File: src/rtl/nic_host_sched.sv
// Host-side NIC port scheduler: polls the NIC receive path and services
// round-robin transmit requesters over a single registered CPU port.
module nic_host_sched #(
    parameter int PACKET_WIDTH = 64,
    parameter int NUM_REQ      = 4
) (
    input  logic                            clk,
    input  logic                            reset,
    input  logic [NUM_REQ-1:0]              req_tx,
    input  logic [NUM_REQ*PACKET_WIDTH-1:0] req_tx_data,
    output logic [NUM_REQ-1:0]              tx_done,
    output logic                            rx_valid,
    output logic [PACKET_WIDTH-1:0]         rx_data,
    input  logic                            rx_ready,
    output logic [1:0]                      nic_addr,
    output logic [PACKET_WIDTH-1:0]         nic_d_in,
    output logic                            nic_en,
    output logic                            nic_en_wr,
    input  logic [PACKET_WIDTH-1:0]         nic_d_out,
    output logic                            busy
);

    localparam int IW = $clog2(NUM_REQ);

    typedef enum logic [2:0] {
        IDLE, RX_STAT, RX_STAT_W, RX_READ,
        RX_READ_W, TX_STAT, TX_STAT_W, TX_WRITE
    } state_t;

    state_t state, state_nx;

    logic [IW-1:0] ptr, ptr_nx, grant, pick, done_idx;
    logic          turn_tx, found, any_req, grant_req;
    logic          start_tx, zero_done, write_done, adv_ptr;
    logic          capture, turn_set_tx, turn_set_rx;
    logic [PACKET_WIDTH-1:0] pick_data, grant_data, din_nx;
    logic [NUM_REQ-1:0]      done_nx;
    logic [1:0]              addr_nx;
    logic                    en_nx, wr_nx;

    assign any_req = |req_tx;
    assign busy    = (state != IDLE);

    // First set request at or above the pointer, wrapping to zero.
    always_comb begin
        int idx;
        idx   = 0;
        pick  = '0;
        found = 1'b0;
        for (int k = 0; k < NUM_REQ; k++) begin
            idx = int'(ptr) + k;
            if (idx >= NUM_REQ) idx = idx - NUM_REQ;
            if (!found && req_tx[idx]) begin
                found = 1'b1;
                pick  = IW'(idx);
            end
        end
    end

    always_comb begin
        pick_data  = '0;
        grant_data = '0;
        grant_req  = 1'b0;
        for (int i = 0; i < NUM_REQ; i++) begin
            if (pick == IW'(i))
                pick_data = req_tx_data[i*PACKET_WIDTH +: PACKET_WIDTH];
            if (grant == IW'(i)) begin
                grant_data = req_tx_data[i*PACKET_WIDTH +: PACKET_WIDTH];
                grant_req  = req_tx[i];
            end
        end
    end

    always_comb begin
        state_nx    = state;
        start_tx    = 1'b0;
        zero_done   = 1'b0;
        write_done  = 1'b0;
        capture     = 1'b0;
        turn_set_tx = 1'b0;
        turn_set_rx = 1'b0;
        unique case (state)
            IDLE: begin
                if (!rx_valid && (!turn_tx || !any_req)) begin
                    state_nx = RX_STAT;
                end else if (any_req) begin
                    // An empty packet needs no NIC traffic at all.
                    if (pick_data == '0) begin
                        zero_done = 1'b1;
                    end else begin
                        start_tx = 1'b1;
                        state_nx = TX_STAT;
                    end
                end
            end
            RX_STAT: state_nx = RX_STAT_W;
            RX_STAT_W: begin
                turn_set_tx = 1'b1;
                state_nx = nic_d_out[0] ? RX_READ : IDLE;
            end
            RX_READ: state_nx = RX_READ_W;
            RX_READ_W: begin
                capture     = 1'b1;
                turn_set_tx = 1'b1;
                state_nx    = IDLE;
            end
            TX_STAT: state_nx = TX_STAT_W;
            TX_STAT_W: begin
                turn_set_rx = 1'b1;
                if (!nic_d_out[0] && grant_req) state_nx = TX_WRITE;
                else                            state_nx = IDLE;
            end
            TX_WRITE: begin
                write_done  = 1'b1;
                turn_set_rx = 1'b1;
                state_nx    = IDLE;
            end
            default: state_nx = IDLE;
        endcase
    end

    always_comb begin
        adv_ptr  = zero_done | write_done;
        done_idx = zero_done ? pick : grant;
        done_nx  = '0;
        for (int i = 0; i < NUM_REQ; i++) begin
            if (adv_ptr && done_idx == IW'(i)) done_nx[i] = 1'b1;
        end
        if (done_idx == IW'(NUM_REQ - 1)) ptr_nx = '0;
        else                              ptr_nx = done_idx + IW'(1);
    end

    // Port outputs decoded from the state being entered so they align with it.
    always_comb begin
        en_nx   = 1'b0;
        wr_nx   = 1'b0;
        addr_nx = 2'b00;
        din_nx  = '0;
        unique case (state_nx)
            RX_STAT: begin
                en_nx   = 1'b1;
                addr_nx = 2'b01;
            end
            RX_READ: begin
                en_nx   = 1'b1;
                addr_nx = 2'b00;
            end
            TX_STAT: begin
                en_nx   = 1'b1;
                addr_nx = 2'b11;
            end
            TX_WRITE: begin
                en_nx   = 1'b1;
                wr_nx   = 1'b1;
                addr_nx = 2'b10;
                din_nx  = grant_data;
            end
            default: begin
                en_nx   = 1'b0;
                wr_nx   = 1'b0;
                addr_nx = 2'b00;
                din_nx  = '0;
            end
        endcase
    end

    always_ff @(posedge clk or negedge reset) begin
        if (!reset) begin
            state     <= IDLE;
            ptr       <= '0;
            grant     <= '0;
            turn_tx   <= 1'b0;
            nic_en    <= 1'b0;
            nic_en_wr <= 1'b0;
            nic_addr  <= 2'b00;
            nic_d_in  <= '0;
            rx_valid  <= 1'b0;
            rx_data   <= '0;
            tx_done   <= '0;
        end else begin
            state     <= state_nx;
            nic_en    <= en_nx;
            nic_en_wr <= wr_nx;
            nic_addr  <= addr_nx;
            nic_d_in  <= din_nx;
            tx_done   <= done_nx;
            if (start_tx) grant <= pick;
            if (adv_ptr)  ptr   <= ptr_nx;
            if (turn_set_tx)      turn_tx <= 1'b1;
            else if (turn_set_rx) turn_tx <= 1'b0;
            if (capture) begin
                rx_valid <= 1'b1;
                rx_data  <= nic_d_out;
            end else if (rx_valid && rx_ready) begin
                rx_valid <= 1'b0;
            end
        end
    end

endmodule

File: config.mk
export PLATFORM = sky130hd
export DESIGN_NAME = nic_host_sched
export DESIGN_NICKNAME = d
export VERILOG_FILES = /design/src/rtl/nic_host_sched.sv
export SDC_FILE = /design/constraint.sdc
export NUM_CORES = 1
export LEC_CHECK = 0
export CORE_AREA = 2 2 181 183
export CTS_BUF_LIST = sky130_fd_sc_hd__clkbuf_4
export CTS_CLUSTER_SIZE = 14
export DETAILED_ROUTE_END_ITERATION = 8
export DIE_AREA = 0 0 183 185
export GPL_TIMING_DRIVEN = 0
export PLACE_DENSITY = 0.62
export SLEW_MARGIN = 10
export SYNTH_ARGS = -nofsm -noshare
export SYNTH_HDL_FRONTEND = slang
export SYNTH_SLANG_ARGS = --single-unit
File: constraint.sdc
create_clock -name clk -period 3.4 [get_ports clk]
set_input_delay 0.68 -clock clk [delete_from_list [all_inputs] [get_ports clk]]
set_output_delay 0.68 -clock clk [all_outputs]
set_load 0.01 [all_outputs]
* Word-level counts from Yosys, hierarchy flattened *
Index checks and enable logic that the tools add are counted.

storage, ports and cells
  register bits = 145
  input port bits = 327
  output and inout bits = 138
  word-level logic and storage cells = 146

operators by class
  $add $sub $neg = 8
  magnitude comparators = 8
  equal/unequal tests = 20
  mux-type cells = 67
  bitwise gates (word level) = 1
  reduce and logical (&&, ||, !) cells = 31

operators by type and width
  kind                   number
  $mux W64               9
  $lt A32 B4 Y1 const B  4
  $mux W32               4
  $logic_not A64 Y1      1
  $mux W1                37
  $pmux W3 S7            1
  $eq A3 B3 Y1 const B   6
  $mux W2                7
  $eq A2 B2 Y1 const B   6
  $mux W3                4
  $sub A3 B3 Y4 const B  3
  $logic_and A1 B1 Y1    10
  $eq A3 B2 Y1 const B   3
  $ge A3 B3 Y1 const B   3
  $bmux W1 S2            4
  $reduce_or A4 Y1       2
  $logic_not A1 Y1       7
  $add A2 B2 Y3 const B  2
  $eq A2 B1 Y1 const B   3
  $eq A3 B1 Y1 const B   2
  $logic_not A2 Y1       3
  $pmux W2 S3            1
  $reduce_or A2 Y1       3
  $reduce_bool A2 Y1     2
  8 further kinds        8

* Longest topological paths before layout *
  depth after elaboration = 29
  mapped depth = 11
  depth with buffers taken out = 11

* Least setup slack after synthesis *
No wires, ideal clock.

  kind = input to register
  start point = input port req_tx[2]
  end point = register ptr[0]
  setup time = 0.065 ns
  arrival time = 2.731 ns
  required time = 3.335 ns
  slack = 0.605 ns
  stages = 9
  path buffers = 0
  cell sequence = and2b_2 a221oi_4 mux2i_1 mux2i_4 nand2_4 mux2_1 ha_1 nor4b_1 a211o_1

on the way
  longest elaborated chain between the ends = 26
  elaborated cells on any way between the ends = 47
  those cells by class = 1 x add/sub; 4 x eq/ne; 29 x mux; 1 x bitwise; 12 x reduce/logical

ends and longest elaborated chain
  what                                                  line      text
  start, declared                                       9         input logic [NUM_REQ-1:0] req_tx,
  $bmux W1 S2                                           53        if (!found && req_tx[idx]) begin
  $mux W1 (not written as such) (2 in series)           53
  $mux W1                                               53
  $logic_not A1 Y1                                      53
  $logic_and A1 B1 Y1                                   53
  $mux W1                                               53
  $logic_not A1 Y1                                      53
  $logic_and A1 B1 Y1                                   53
  (+9 left out)                                         --
  $logic_not A64 Y1                                     88        if (pick_data == '0) begin
  $mux W1                                               88
  $mux W1                                               86        end else if (any_req) begin
  $mux W1                                               84        if (!rx_valid && (!turn_tx || !any_req)) begin
  $mux W1                                               82        unique case (state)
  $mux W2                                               124       done_idx = zero_done ? pick : grant;
  $add A2 B1 Y2 / $eq A2 B2 Y1 (equally long branches)  130, 129
  $mux W2                                               129       if (done_idx == IW'(NUM_REQ - 1)) ptr_nx = '0;
  end signal, assigned                                  188       if (adv_ptr) ptr <= ptr_nx;
  end, declared                                         32        logic [IW-1:0] ptr, ptr_nx, grant, pick, done_idx;

Several ways; a longest one is shown, not always the timed one. The select of a mux whose other input is x is not followed.
A chain may end at the register's enable or synchronous reset.

* Worst setup path after layout *
  start point = input port req_tx_data[158]
  end point = register ptr[0]

on the way
  longest elaborated chain between the ends = 10
  elaborated cells on any way between the ends = 12
  those cells by class = 1 x add/sub; 1 x eq/ne; 8 x mux; 1 x bitwise; 1 x reduce/logical

ends and longest elaborated chain
  what                                                  line      text
  start, declared                                       10        input logic [NUM_REQ*PACKET_WIDTH-1:0] req_tx_data,
  $mux W64 (*) (2 in series)                            65        if (pick == IW'(i))
  $logic_not A64 Y1 (*)                                 88
  $mux W1 (*)                                           88
  $mux W1 (*)                                           86
  $mux W1 (*)                                           84
  $mux W1 (*)                                           82
  $mux W2                                               124
  $add A2 B1 Y2 / $eq A2 B2 Y1 (equally long branches)  130, 129
  $mux W2                                               129

Mark *: on every way between the ends. The rest lies on a longest branch, timed or not.

==> impl_metrics.ini <==
[global_route]
grt_use_met3 = 0.0698
antenna_found_initial = 12
grt_usage = 0.199
use_met1 = 0.229
grt_pass1_wl_um = 48600
grt_max_degree = 83
overflow = 0
grt_pass1_vias = 7255
gr-max-usage-layer = met2
grt_util_met2 = 0.342

[drt]
viasPerCell = 4.76
drt_iter0_drc = 318
vias = 6817
drt-pass1-iter-count = 4
drc_errors = 0
post_drt_wl_per_cell_um = 23.9
wl_um = 34200
drtAntennaViolNets = 0

[floorplan]
die_y_um = 185
die-width_um = 183
io_pins = 465
initial_core_util = 0.232
die_area_um2 = 33900
core_area_um2 = 32000
row_count = 66

[synthesis]
synth_flop_cell = dfrtp_1
async_flop_share = 1.00
ys_top_cells_by_count = 145 x dfrtp_1, 69 x nor4_1, 67 x nor2b_1, 66 x mux2_2, 65 x mux4_2
synth.top_cell.area_share = 0.487
syn-cell-area_um2 = 7450
syn_nets = 851
synth_warnings = 0
ys_seq_area_frac = 0.487
syn_avg_cell_area_um2 = 14.3
netlist_top_cells_area = dfrtp_1 49%, mux4_2 20%, mux2_2 10%
synthDistinctLibCells = 45
yosysMostFrequentCell = dfrtp_1
synth_top_area_cell = dfrtp_1
synth_seq_cells = 145
synth_cells = 520
synth_edf_count = 0

[cells_and_area]
finalInstanceArea_um2 = 13000
drive_gt1_frac = 0.194
layout.nets = 1336
finalNonFillerCells = 1431
utilization = 0.407
synthToLayoutAreaGrowth_pct = 74.9

[cts]
clock-sinks = 145
clock_latency_ns = 0.57
cts_buffers = 17
cts_max_level = 4
cts_tree = built
cts_buffer_depth = 2
cts-root-buf = clkbuf_4
path_clk_slew_ns = 0.14
hold_buffers = 0

[setup_path]
rr_worst_depth = 9
cp_top_family = simple AND/OR/NAND/NOR gates
cp.arrival_ns = 3.87
setup.worst_path.class = primary input to flop
crit_cells = 11
cpPeakStageDelay_ns = 0.48
regToRegSetupSlack_ns = 0.48
path_buf_inv = 1
critical_path.max_fanout = 4
crit_path_top_delay_cell = clkdlybuf4s50_1
critPathLaunchType = primary input
crit_path_cell_trace = clkdlybuf4s50_1, nor4_2, nand4_1, nor4_1, mux2i_1, mux2i_4, nand2_4, mux2_1, ha_1, nor4b_1, a211o_1
end_kind = flop
cp.required_ns = 3.89

[sta]
slew_headroom = 0.308
finalSetupViolations = 0
finalWorstSetupSlack_ns = 0.0225
holdWs_ns = 0.0537
tns_ns = 0
hold_viol_final = 0
layout_min_cycle_time_ns = 3.38
finalClockSkew_ns = 0.0234
fmax_mhz = 296
period_share = 0.993
grt_setup_unrepaired = false
tightestPinTransition_ns = 1.04
maxSlewViolCount = 0

[min_path]
hold_path_class = primary input to asynchronous set/reset pin

[run_status]
status = finished clean

[place]
io_buffers = 464
dpl.hpwl_um = 28600
pre_cts_slack_ns = -0.762
gp_congestion = 0.903
place_area_um2 = 12600
placed_cells = 1393

[pwr]
powerDensity_nw_per_um2 = 624
ir_drop_uv = 232
p_total_mw = 8.13
cellLeakagePower_nw = 4.97

[flow_run]
cap_violations = 0
[metal layers]
metal,up-vias,routed length (um)
met4,6,855
met5,-,51
met3,48,3160
li1,3021,-
met1,3358,13000
met2,384,17100
[where the power goes]
group	leakage (nW)	switching [mW]	internal, mW
Combinational	2.95	1.74	2.62
Sequential	1.86	0.262	2.24
Clock	0.156	0.674	0.588
Total	4.97	2.68	5.45
[cell families after synthesis]
group	count (synthesis)	share of synthesized area
AND/OR/NAND/NOR	179	0.153
buffers and inverters	36	0.0230
multiplexers	140	0.311
flip-flops	145	0.487
adder cells (fa/ha/maj)	4	0.00672
AO/OA/AOI/OAI	16	0.0195
[layout by cell type, fill, tap and decap left out, drive strengths merged, types with 4 or more instances in the layout]
master | Yosys | final
and2b | 5 | 5
buf | 10 | 13
bufinv | 0 | 4
clkbuf | 21 | 40
clkdlybuf4s50 | 0 | 463
dfrtp | 145 | 145
diode | 0 | 7
ha | 4 | 4
inv | 4 | 5
mux2 | 68 | 68
mux2i | 7 | 7
mux4 | 65 | 65
nand4 | 16 | 16
nor2 | 6 | 6
nor2b | 68 | 68
nor4 | 69 | 69
[cell type report]
class / count / area (um2)
diodes: 7 / 17.5
plain buffers: 32 / 156
clock buffers: 19 / 143
clock inverters: 11 / 164
fillers: 3067 / 19000
inverters: 4 / 15.0
multi-input cells: 339 / 3710
flip-flops and latches: 145 / 3630
well taps: 408 / 510
repair buffers: 466 / 4680
[repair_timing]
| item | in CTS | in global routing |
|---|---|---|
| pin swaps | 1 | 1 |
| setup buffers | 1 | 0 |
| endpoints found under the setup margin | 1 | 1 |
| resized for setup | 5 | 4 |
[worst reg2reg max path, stage by stage (launching register included)]
cell and delay, ns:
dfrtp_1 0.42, and2b_2 0.25, a221oi_4 0.44, mux2i_1 0.43, mux2i_4 0.16, nand2_4 0.12
mux2_1 0.35, ha_1 0.23, nor4b_1 0.31, a211o_1 0.15
[sequential cells by signal, indices dropped and copies added (netlist names), 2 cells and up]
signal,cells
nic_d_in,64
rx_data,64
ptr,2
grant,2
state,3
nic_addr,2
tx_done,4
[worst paths after layout]
check | from | to
setup reg to reg | ptr[0]$_DFFE_PN0P_ | ptr[0]$_DFFE_PN0P_
max in group asynchronous | reset | nic_d_in[8]$_DFF_PN0_
min in group clk | rx_data[18]$_DFFE_PN0P_ | rx_data[18]$_DFFE_PN0P_
hold / removal | reset | nic_en$_DFF_PN0_
hold reg to reg | rx_data[18]$_DFFE_PN0P_ | rx_data[18]$_DFFE_PN0P_
setup / recovery | req_tx_data[158] | ptr[0]$_DFFE_PN0P_
Note: power is estimated with default switching activity, not from simulation.
